$ cat src/rtl/worker_pipe_if.sv
// Packet-in / result-out handshake bundle for worker_pipe.
// The master side feeds packets and consumes results; the slave side is the worker.
interface worker_pipe_if #(
   parameter int unsigned DATA_WIDTH  = 32,
   parameter int unsigned ADDR_WIDTH  = 16,
   parameter int unsigned COLOR_WIDTH = 16,
   parameter int unsigned INSN_WIDTH  = 4
);
   localparam int unsigned DEST_WIDTH   = 3 + ADDR_WIDTH;
   localparam int unsigned PACKET_WIDTH = 2 + INSN_WIDTH + 4*DATA_WIDTH + DEST_WIDTH + COLOR_WIDTH;
   localparam int unsigned RESULT_WIDTH = DEST_WIDTH + COLOR_WIDTH + DATA_WIDTH;

   logic                    PC_VALID;
   logic                    PC_READY;
   logic [PACKET_WIDTH-1:0] PC_DATA;
   logic                    WR_VALID;
   logic                    WR_READY;
   logic [RESULT_WIDTH-1:0] WR_DATA;
   logic                    ERR_INSN;

   modport master (
      output PC_VALID, PC_DATA, WR_READY,
      input  PC_READY, WR_VALID, WR_DATA, ERR_INSN
   );

   modport slave (
      input  PC_VALID, PC_DATA, WR_READY,
      output PC_READY, WR_VALID, WR_DATA, ERR_INSN
   );
endinterface

$ cat src/rtl/worker_pipe.sv
// Dataflow worker: executes one matched packet, queues 0-3 tagged results in a FIFO.
// Define WORKER_PIPE_MUL_EN to enable opcode 7 (MUL); otherwise opcode 7 is unknown.
module worker_pipe #(
   parameter int unsigned DATA_WIDTH  = 32,
   parameter int unsigned ADDR_WIDTH  = 16,
   parameter int unsigned COLOR_WIDTH = 16,
   parameter int unsigned INSN_WIDTH  = 4,
   parameter int unsigned FIFO_DEPTH  = 4
) (
   input  logic         CLK,
   input  logic         RST,
   worker_pipe_if.slave bus
);
   localparam int unsigned DEST_WIDTH   = 3 + ADDR_WIDTH;
   localparam int unsigned PACKET_WIDTH = 2 + INSN_WIDTH + 4*DATA_WIDTH + DEST_WIDTH + COLOR_WIDTH;
   localparam int unsigned RESULT_WIDTH = DEST_WIDTH + COLOR_WIDTH + DATA_WIDTH;
   localparam int unsigned PTR_WIDTH    = $clog2(FIFO_DEPTH);
   localparam int unsigned CNT_WIDTH    = PTR_WIDTH + 1;
   localparam int unsigned PAD_WIDTH    = DATA_WIDTH - DEST_WIDTH;

   // Packet field offsets, LSB upward
   localparam int unsigned DEST_LSB = COLOR_WIDTH;
   localparam int unsigned D4_LSB   = DEST_LSB + DEST_WIDTH;
   localparam int unsigned D3_LSB   = D4_LSB + DATA_WIDTH;
   localparam int unsigned D2_LSB   = D3_LSB + DATA_WIDTH;
   localparam int unsigned D1_LSB   = D2_LSB + DATA_WIDTH;
   localparam int unsigned OP_LSB   = D1_LSB + DATA_WIDTH;
   localparam int unsigned TAG_LSB  = OP_LSB + INSN_WIDTH;

   localparam logic [INSN_WIDTH-1:0] OP_DIST   = INSN_WIDTH'(0);
   localparam logic [INSN_WIDTH-1:0] OP_SWITCH = INSN_WIDTH'(1);
   localparam logic [INSN_WIDTH-1:0] OP_SETC   = INSN_WIDTH'(2);
   localparam logic [INSN_WIDTH-1:0] OP_SYNC   = INSN_WIDTH'(3);
   localparam logic [INSN_WIDTH-1:0] OP_PLUS   = INSN_WIDTH'(4);
   localparam logic [INSN_WIDTH-1:0] OP_MINUS  = INSN_WIDTH'(5);
   localparam logic [INSN_WIDTH-1:0] OP_LT     = INSN_WIDTH'(6);
   localparam logic [INSN_WIDTH-1:0] OP_MUL    = INSN_WIDTH'(7);

   typedef enum logic {IDLE, EMIT} state_t;

   state_t                  state_q, state_d;
   logic [1:0]              k_q, k_d, n_q, n_d;
   logic [PACKET_WIDTH-1:0] pkt_q;
   logic                    push, pop, accept, err_d;

   logic [RESULT_WIDTH-1:0] mem [FIFO_DEPTH];
   logic [PTR_WIDTH-1:0]    wr_ptr_q, rd_ptr_q, rd_ptr_d;
   logic [CNT_WIDTH-1:0]    count_q, count_d;
   logic [RESULT_WIDTH-1:0] push_data, head_d;

   logic                    pc_ready_q, wr_valid_q, err_q;
   logic [RESULT_WIDTH-1:0] wr_data_q;

   // Latched packet fields
   logic                    tag0;
   logic [INSN_WIDTH-1:0]   opcode;
   logic [DATA_WIDTH-1:0]   d1, d2;
   logic [DEST_WIDTH-1:0]   d2_dest, d3_dest, d4_dest, pkt_dest;
   logic [COLOR_WIDTH-1:0]  pkt_color;
   logic                    unused_pkt_bits;

   assign tag0      = pkt_q[TAG_LSB];
   assign opcode    = pkt_q[OP_LSB +: INSN_WIDTH];
   assign d1        = pkt_q[D1_LSB +: DATA_WIDTH];
   assign d2        = pkt_q[D2_LSB +: DATA_WIDTH];
   assign d2_dest   = pkt_q[D2_LSB +: DEST_WIDTH];
   assign d3_dest   = pkt_q[D3_LSB +: DEST_WIDTH];
   assign d4_dest   = pkt_q[D4_LSB +: DEST_WIDTH];
   assign pkt_dest  = pkt_q[DEST_LSB +: DEST_WIDTH];
   assign pkt_color = pkt_q[COLOR_WIDTH-1:0];

   // Upper bits of destination-only words and tag[1] carry no meaning
   assign unused_pkt_bits = ^{pkt_q[TAG_LSB+1],
                              pkt_q[D3_LSB+DEST_WIDTH +: PAD_WIDTH],
                              pkt_q[D4_LSB+DEST_WIDTH +: PAD_WIDTH]};

   assign accept = bus.PC_VALID && pc_ready_q;
   assign pop    = wr_valid_q && bus.WR_READY;

   assign bus.PC_READY = pc_ready_q;
   assign bus.WR_VALID = wr_valid_q;
   assign bus.WR_DATA  = wr_data_q;
   assign bus.ERR_INSN = err_q;

   // Number of results an opcode produces
   function automatic logic [1:0] op_len(input logic [INSN_WIDTH-1:0] op, input logic t0);
      case (op)
         OP_DIST:   return t0 ? 2'd3 : 2'd2;
         OP_SYNC:   return 2'd2;
         OP_SWITCH,
         OP_SETC,
         OP_PLUS,
         OP_MINUS,
         OP_LT:     return 2'd1;
`ifdef WORKER_PIPE_MUL_EN
         OP_MUL:    return 2'd1;
`endif
         default:   return 2'd0;
      endcase
   endfunction

   // Next-state: one result per cycle in EMIT, unknown opcode flagged and dropped
   always_comb begin
      state_d = state_q;
      k_d     = k_q;
      n_d     = n_q;
      push    = 1'b0;
      err_d   = 1'b0;
      case (state_q)
         IDLE: begin
            if (accept) begin
               state_d = EMIT;
               k_d     = 2'd0;
               n_d     = op_len(bus.PC_DATA[OP_LSB +: INSN_WIDTH], bus.PC_DATA[TAG_LSB]);
            end
         end
         EMIT: begin
            if (n_q == 2'd0) begin
               err_d   = 1'b1;
               state_d = IDLE;
            end else begin
               push = 1'b1;
               k_d  = k_q + 2'd1;
               if (k_q == n_q - 2'd1) state_d = IDLE;
            end
         end
         default: state_d = IDLE;
      endcase
   end

   // Result k of the latched packet
   always_comb begin
      logic [DEST_WIDTH-1:0]  res_dest;
      logic [COLOR_WIDTH-1:0] res_color;
      logic [DATA_WIDTH-1:0]  res_data;
      res_dest  = pkt_dest;
      res_color = pkt_color;
      res_data  = d1;
      case (opcode)
         OP_DIST: begin
            case (k_q)
               2'd0:    res_dest = d2_dest;
               2'd1:    res_dest = d3_dest;
               default: res_dest = d4_dest;
            endcase
         end
         OP_SWITCH: res_dest  = (d2 != '0) ? d3_dest : d4_dest;
         OP_SETC:   res_color = d2[COLOR_WIDTH-1:0];
         OP_SYNC: begin
            if (k_q == 2'd0) begin
               res_dest = d3_dest;
            end else begin
               res_dest = d4_dest;
               res_data = d2;
            end
         end
         OP_PLUS:   res_data = d1 + d2;
         OP_MINUS:  res_data = d1 - d2;
         OP_LT:     res_data = DATA_WIDTH'(d1 < d2);
`ifdef WORKER_PIPE_MUL_EN
         OP_MUL:    res_data = d1 * d2;
`endif
         default: ;
      endcase
      push_data = {res_dest, res_color, res_data};
   end

   // FIFO bookkeeping; next head bypasses the write when it lands on the new head slot
   always_comb begin
      rd_ptr_d = rd_ptr_q;
      count_d  = count_q;
      if (pop) rd_ptr_d = rd_ptr_q + PTR_WIDTH'(1);
      case ({push, pop})
         2'b10:   count_d = count_q + CNT_WIDTH'(1);
         2'b01:   count_d = count_q - CNT_WIDTH'(1);
         default: count_d = count_q;
      endcase
      head_d = (push && (wr_ptr_q == rd_ptr_d)) ? push_data : mem[rd_ptr_d];
   end

   always_ff @(posedge CLK) begin
      if (push) mem[wr_ptr_q] <= push_data;
   end

   always_ff @(posedge CLK) begin
      if (!RST) begin
         state_q    <= IDLE;
         k_q        <= 2'd0;
         n_q        <= 2'd0;
         pkt_q      <= '0;
         wr_ptr_q   <= '0;
         rd_ptr_q   <= '0;
         count_q    <= '0;
         pc_ready_q <= 1'b0;
         wr_valid_q <= 1'b0;
         wr_data_q  <= '0;
         err_q      <= 1'b0;
      end else begin
         state_q  <= state_d;
         k_q      <= k_d;
         n_q      <= n_d;
         if (accept) pkt_q <= bus.PC_DATA;
         if (push) wr_ptr_q <= wr_ptr_q + PTR_WIDTH'(1);
         rd_ptr_q <= rd_ptr_d;
         count_q  <= count_d;
         // Room for the largest burst (3) before the next packet may enter
         pc_ready_q <= (state_d == IDLE) && (count_d <= CNT_WIDTH'(FIFO_DEPTH - 3));
         wr_valid_q <= (count_d != '0);
         if (count_d != '0) wr_data_q <= head_d;
         err_q <= err_d;
      end
   end
endmodule

$ cat src/flat_wrapper.sv
// flat-port wrapper written by rule: the top's interface ports become plain ports
module worker_pipe_flat 
#(
   parameter int unsigned DATA_WIDTH  = 32,
   parameter int unsigned ADDR_WIDTH  = 16,
   parameter int unsigned COLOR_WIDTH = 16,
   parameter int unsigned INSN_WIDTH  = 4,
   parameter int unsigned FIFO_DEPTH  = 4
)
  (CLK, RST, bus_PC_VALID, bus_PC_DATA, bus_WR_READY, bus_PC_READY, bus_WR_VALID, bus_WR_DATA, bus_ERR_INSN);
  worker_pipe_if #(.DATA_WIDTH(DATA_WIDTH), .ADDR_WIDTH(ADDR_WIDTH), .COLOR_WIDTH(COLOR_WIDTH), .INSN_WIDTH(INSN_WIDTH)) bus_i ();
  input  logic CLK;
  input  logic RST;
  input wire logic [$bits(bus_i.PC_VALID)-1:0] bus_PC_VALID;
  input wire logic [$bits(bus_i.PC_DATA)-1:0] bus_PC_DATA;
  input wire logic [$bits(bus_i.WR_READY)-1:0] bus_WR_READY;
  output wire logic [$bits(bus_i.PC_READY)-1:0] bus_PC_READY;
  output wire logic [$bits(bus_i.WR_VALID)-1:0] bus_WR_VALID;
  output wire logic [$bits(bus_i.WR_DATA)-1:0] bus_WR_DATA;
  output wire logic [$bits(bus_i.ERR_INSN)-1:0] bus_ERR_INSN;
  assign bus_i.PC_VALID = bus_PC_VALID;
  assign bus_i.PC_DATA = bus_PC_DATA;
  assign bus_i.WR_READY = bus_WR_READY;
  assign bus_PC_READY = bus_i.PC_READY;
  assign bus_WR_VALID = bus_i.WR_VALID;
  assign bus_WR_DATA = bus_i.WR_DATA;
  assign bus_ERR_INSN = bus_i.ERR_INSN;
  worker_pipe #(.DATA_WIDTH(DATA_WIDTH), .ADDR_WIDTH(ADDR_WIDTH), .COLOR_WIDTH(COLOR_WIDTH), .INSN_WIDTH(INSN_WIDTH), .FIFO_DEPTH(FIFO_DEPTH)) u_core (.CLK(CLK), .RST(RST), .bus(bus_i));
endmodule
$ cat config.mk
export PLATFORM = sky130hd
export DESIGN_NAME = worker_pipe_flat
export DESIGN_NICKNAME = d
export VERILOG_FILES = /design/src/rtl/worker_pipe_if.sv /design/src/rtl/worker_pipe.sv /design/src/flat_wrapper.sv
export SDC_FILE = /design/constraint.sdc
export NUM_CORES = 1
export LEC_CHECK = 0
export BUFFER_PORTS_ARGS = -buffer_cell sky130_fd_sc_hd__buf_4
export CAP_MARGIN = 20
export CORE_UTILIZATION = 60
export CTS_CLUSTER_DIAMETER = 40
export DETAILED_ROUTE_END_ITERATION = 8
export GPL_TIMING_DRIVEN = 0
export PLACE_DENSITY = 0.86
export SLEW_MARGIN = 10
export SYNTH_ARGS = -nofsm -noshare
export SYNTH_HDL_FRONTEND = slang
export SYNTH_SLANG_ARGS = --single-unit
$ cat constraint.sdc
create_clock -name CLK -period 4.1 [get_ports CLK]
set_input_delay 0.205 -clock CLK [delete_from_list [all_inputs] [get_ports CLK]]
set_output_delay 0.205 -clock CLK [all_outputs]
set_load 0.005 [all_outputs]
==> reports/qor.yml <==
crit_arrival_ps: 4530
startpoint: "u_core.bus.WR_VALID"
dr_total_vias: 21470
grt_pass1_wl_mm: 131.1
antenna_found_initial: 4
nets: 2933
status: "complete, but fails checks"
syn-cell-area_mm2: 0.02424
p_per_area_mw_per_mm2: 523.8
cp-start-kind: "flop"
clk-insertion-delay-late_ps: 650
finalCritPeriodShare_pct: 99.26
grt_pass1_vias: 21420
synthArstFlopShare_pct: 0
die_y_um: 203.0
gp_congestion: 0.9711
layout_commonest_cell: "nand2_1"
fin_crit_ps: 4070
cp-endpoint: "u_core.bus.WR_DATA[27]"
cap_violations: 0
slew_viol_final: 0
yosysWarnings: 0
gr-usage-all-layers_pct: 43.02
htree_levels: 2
design.portCount: 243
ctsRootBufferMaster: "clkbuf_16"
final_hold_viol_count: 0
ant_nets: 0
yosysUniqueCellTypes: 72
syn_inst: 2263
critPathKind: "flop to flop"
synth-main-ff-cell: "edfxtp_1"
tightest_slew_ps: 1187
routedWlPerCell_um: 27.48
fmax_mhz: 245.7
synth_edf_count: 268
path_buf_inv: 2
syn_area_per_cell_um2: 10.71
clockBufferDepth: 3
yosysTopAreaCell: "edfxtp_1"
required_ps: 4560
final_cell_area_mm2: 0.03014
clk_pin_slew_worst_paths_ps: 60
crit_path_cell_trace: "and2_1 > nand2_1 > xor2_1 > xnor2_1 > nand3_1 > clkbuf_1 > clkbuf_2 > nor2_1 > a21boi_0 > o21ai_0"
synth_seq_area_share_pct: 51.62
peakVddDrop_v: 0.0003651
p_leak_nw: 11.68
slew_headroom_pct: 20.84
max_stage_delay_ps: 680
drc: 1
path_max_fanout: 10
setup.reg_to_reg.worst_slack_ps: 30
port_buffers: 215
syn_nets: 2510
critical-path-top-delay-family: "buffers and inverters"
critPathCaptureType: "flop"
holdWs_ps: 317.8
synth_seq_cells: 491
globalRoute.totalOverflow: 0
drive_above_1_share_pct: 18.02
core_area_mm2: 0.03982
rows: 73
yosysTopAreaCellShare_pct: 33.20
mostFrequentLayoutCells: "nand2_1 (403), edfxtp_1 (268), buf_4 (222)"
dpl_cell_area_mm2: 0.02663
min_path_type: "primary input to flop"
setup_viol: 0
area_growth_syn_to_layout_pct: 24.35
rr_worst_depth: 10
cts_tree: "built"
wl_mm: 89.60
viasPerCell: 6.585
grt_max_degree: 53
hpwl_mm: 57.49
clkSinkCount: 491
clock_skew_ps: 54.85
r2r-end: "u_core.bus.WR_DATA[27]"
r2r-start: "u_core.bus.WR_VALID"
violations: "DRC"
die_w_um: 203.0
drt-initial-drc-count: 2917
dieArea_mm2: 0.04120
worstSetupPathDepth: 10
synth_area_leaders: "edfxtp_1 (33%), dfxtp_1 (18%), nand2_1 (6.2%), mux4_2 (6.2%), a21boi_0 (4.6%)"
power_mw: 15.79
start_util_pct: 60.86
dr.pass1.iters: 9
cts_made_buffers: 57
slowest_stage: "xor2_1"
-- cell usage after synthesis, types with 5 or more instances --
cell type / n
nand2_1: 403
edfxtp_1: 268
dfxtp_1: 223
a21boi_0: 148
clkbuf_1: 114
nor2_1: 104
o21ai_0: 103
a21oi_1: 102
inv_1: 91
mux2i_1: 87
ha_1: 71
mux4_2: 67
mux2_2: 30
nor3_1: 30
xnor2_1: 30
a22oi_1: 29
nor2b_1: 25
o32a_1: 20
buf_2: 18
and3_1: 17
and2_1: 16
nand3_1: 16
o31ai_1: 16
nor4_1: 15
or3_1: 15
a222oi_1: 13
buf_1: 13
a211oi_1: 12
a21o_1: 12
nand4_1: 12
a221o_1: 11
a32oi_1: 11
o21bai_1: 11
nand2b_1: 10
a31oi_1: 9
o21ai_1: 8
o211ai_1: 7
a22o_1: 6
a211o_1: 5
a221oi_1: 5
o21a_1: 5
xor2_1: 5
-- flip-flops by register name, indices dropped and copies added (netlist names), 2 cells and up --
| signal | flops |
|---|---|
| u_core.bus.WR_DATA | 67 |
| u_core.count_q | 3 |
| u_core.k_q | 2 |
| u_core.mem | 268 |
| u_core.n_q | 2 |
| u_core.pkt_q | 141 |
| u_core.rd_ptr_q | 2 |
| u_core.wr_ptr_q | 2 |
-- final cells by class --
class | instances | area [um^2]
Antenna cell | 4 | 10.01
Buffer | 144 | 596.8
Clock buffer | 69 | 1544
Clock inverter | 35 | 354.1
Fill cell | 2424 | 9683
Inverter | 91 | 345.3
Multi-Input combinational cell | 1535 | 10910
Sequential cell | 491 | 12540
Tap cell | 525 | 656.9
Timing Repair Buffer | 366 | 3183
-- what timing repair did --
item	in CTS	in global routing
resized for setup	27	29
pin swaps	0	1
hold buffers	142	0
endpoints found under the hold margin	144	0
setup endpoints to repair	87	86
setup buffers	0	4
-- per-layer routing --
metal  GRT usage, %  wire [um]  share of wire [%]  up-vias
li1               -          -                  -     9161
met1          54.43      33030                 37    10340
met2          67.80      40990                 46     1601
met3          10.05      10030                 11      361
met4          24.95       5551                6.2        0
met5              0          0                  0        -
-- worst min-delay path: stages --
cell,delay [ps]
buf_4,80
nor4_1,70
a2111oi_0,390
a21oi_1,80
nor2b_1,110
-- power breakdown --
part	internal [mW]	switching (mW)	leakage, nW	total (mW)
sequential	5.72	0.469	4.28	6.19
combinational	1.87	2.58	6.47	4.45
clock	2.92	2.22	0.931	5.14
total	10.5	5.27	11.7	15.8
-- cells by family after synthesis --
group / share of synthesized area, %
AOI/OAI and AO/OA: 15.93
adders and majority gates: 3.913
DFF: 51.62
muxes: 11.26
buffers and inverters: 3.794
and+or+nand+nor: 12.22
xor gates and xnor gates: 1.265
-- stage by stage --
| stage | std cells | TNS, ps | setup slack, ps | utilization, % |
|---|---|---|---|---|
| 2_1_floorplan | 2263 | 0 | 688.6 | - |
| 6_report | 3260 | 0 | 30.49 | 75.68 |
| 3_3_place_gp | 3003 | -70260 | -908.1 | 66.57 |
| 5_1_grt | 3259 | -387.9 | -62.76 | 75.68 |
| 3_5_place_dp | 3007 | -32680 | -1183 | 66.87 |
| 4_1_cts | 3253 | 0 | 1.277 | 75.36 |
-- how the worst min path moves through the flow --
| stage | slack [ps] | startpoint | cells past startpoint | end |
|---|---|---|---|---|
| floorplan | 350 | RST | 2 | u_core.bus.PC_READY |
| global placement | 440 | u_core.bus.WR_DATA[43] | 2 | u_core.bus.WR_DATA[43] |
| detailed placement | 450 | u_core.bus.WR_DATA[47] | 2 | u_core.bus.WR_DATA[47] |
| CTS | 280 | bus_PC_VALID | 5 | u_core.pkt_q[105] |
| global route | 370 | bus_PC_VALID | 5 | u_core.pkt_q[99] |
| finish | 320 | bus_PC_DATA[167] | 5 | u_core.n_q[0] |
Note: power is estimated with default switching activity, not from simulation.
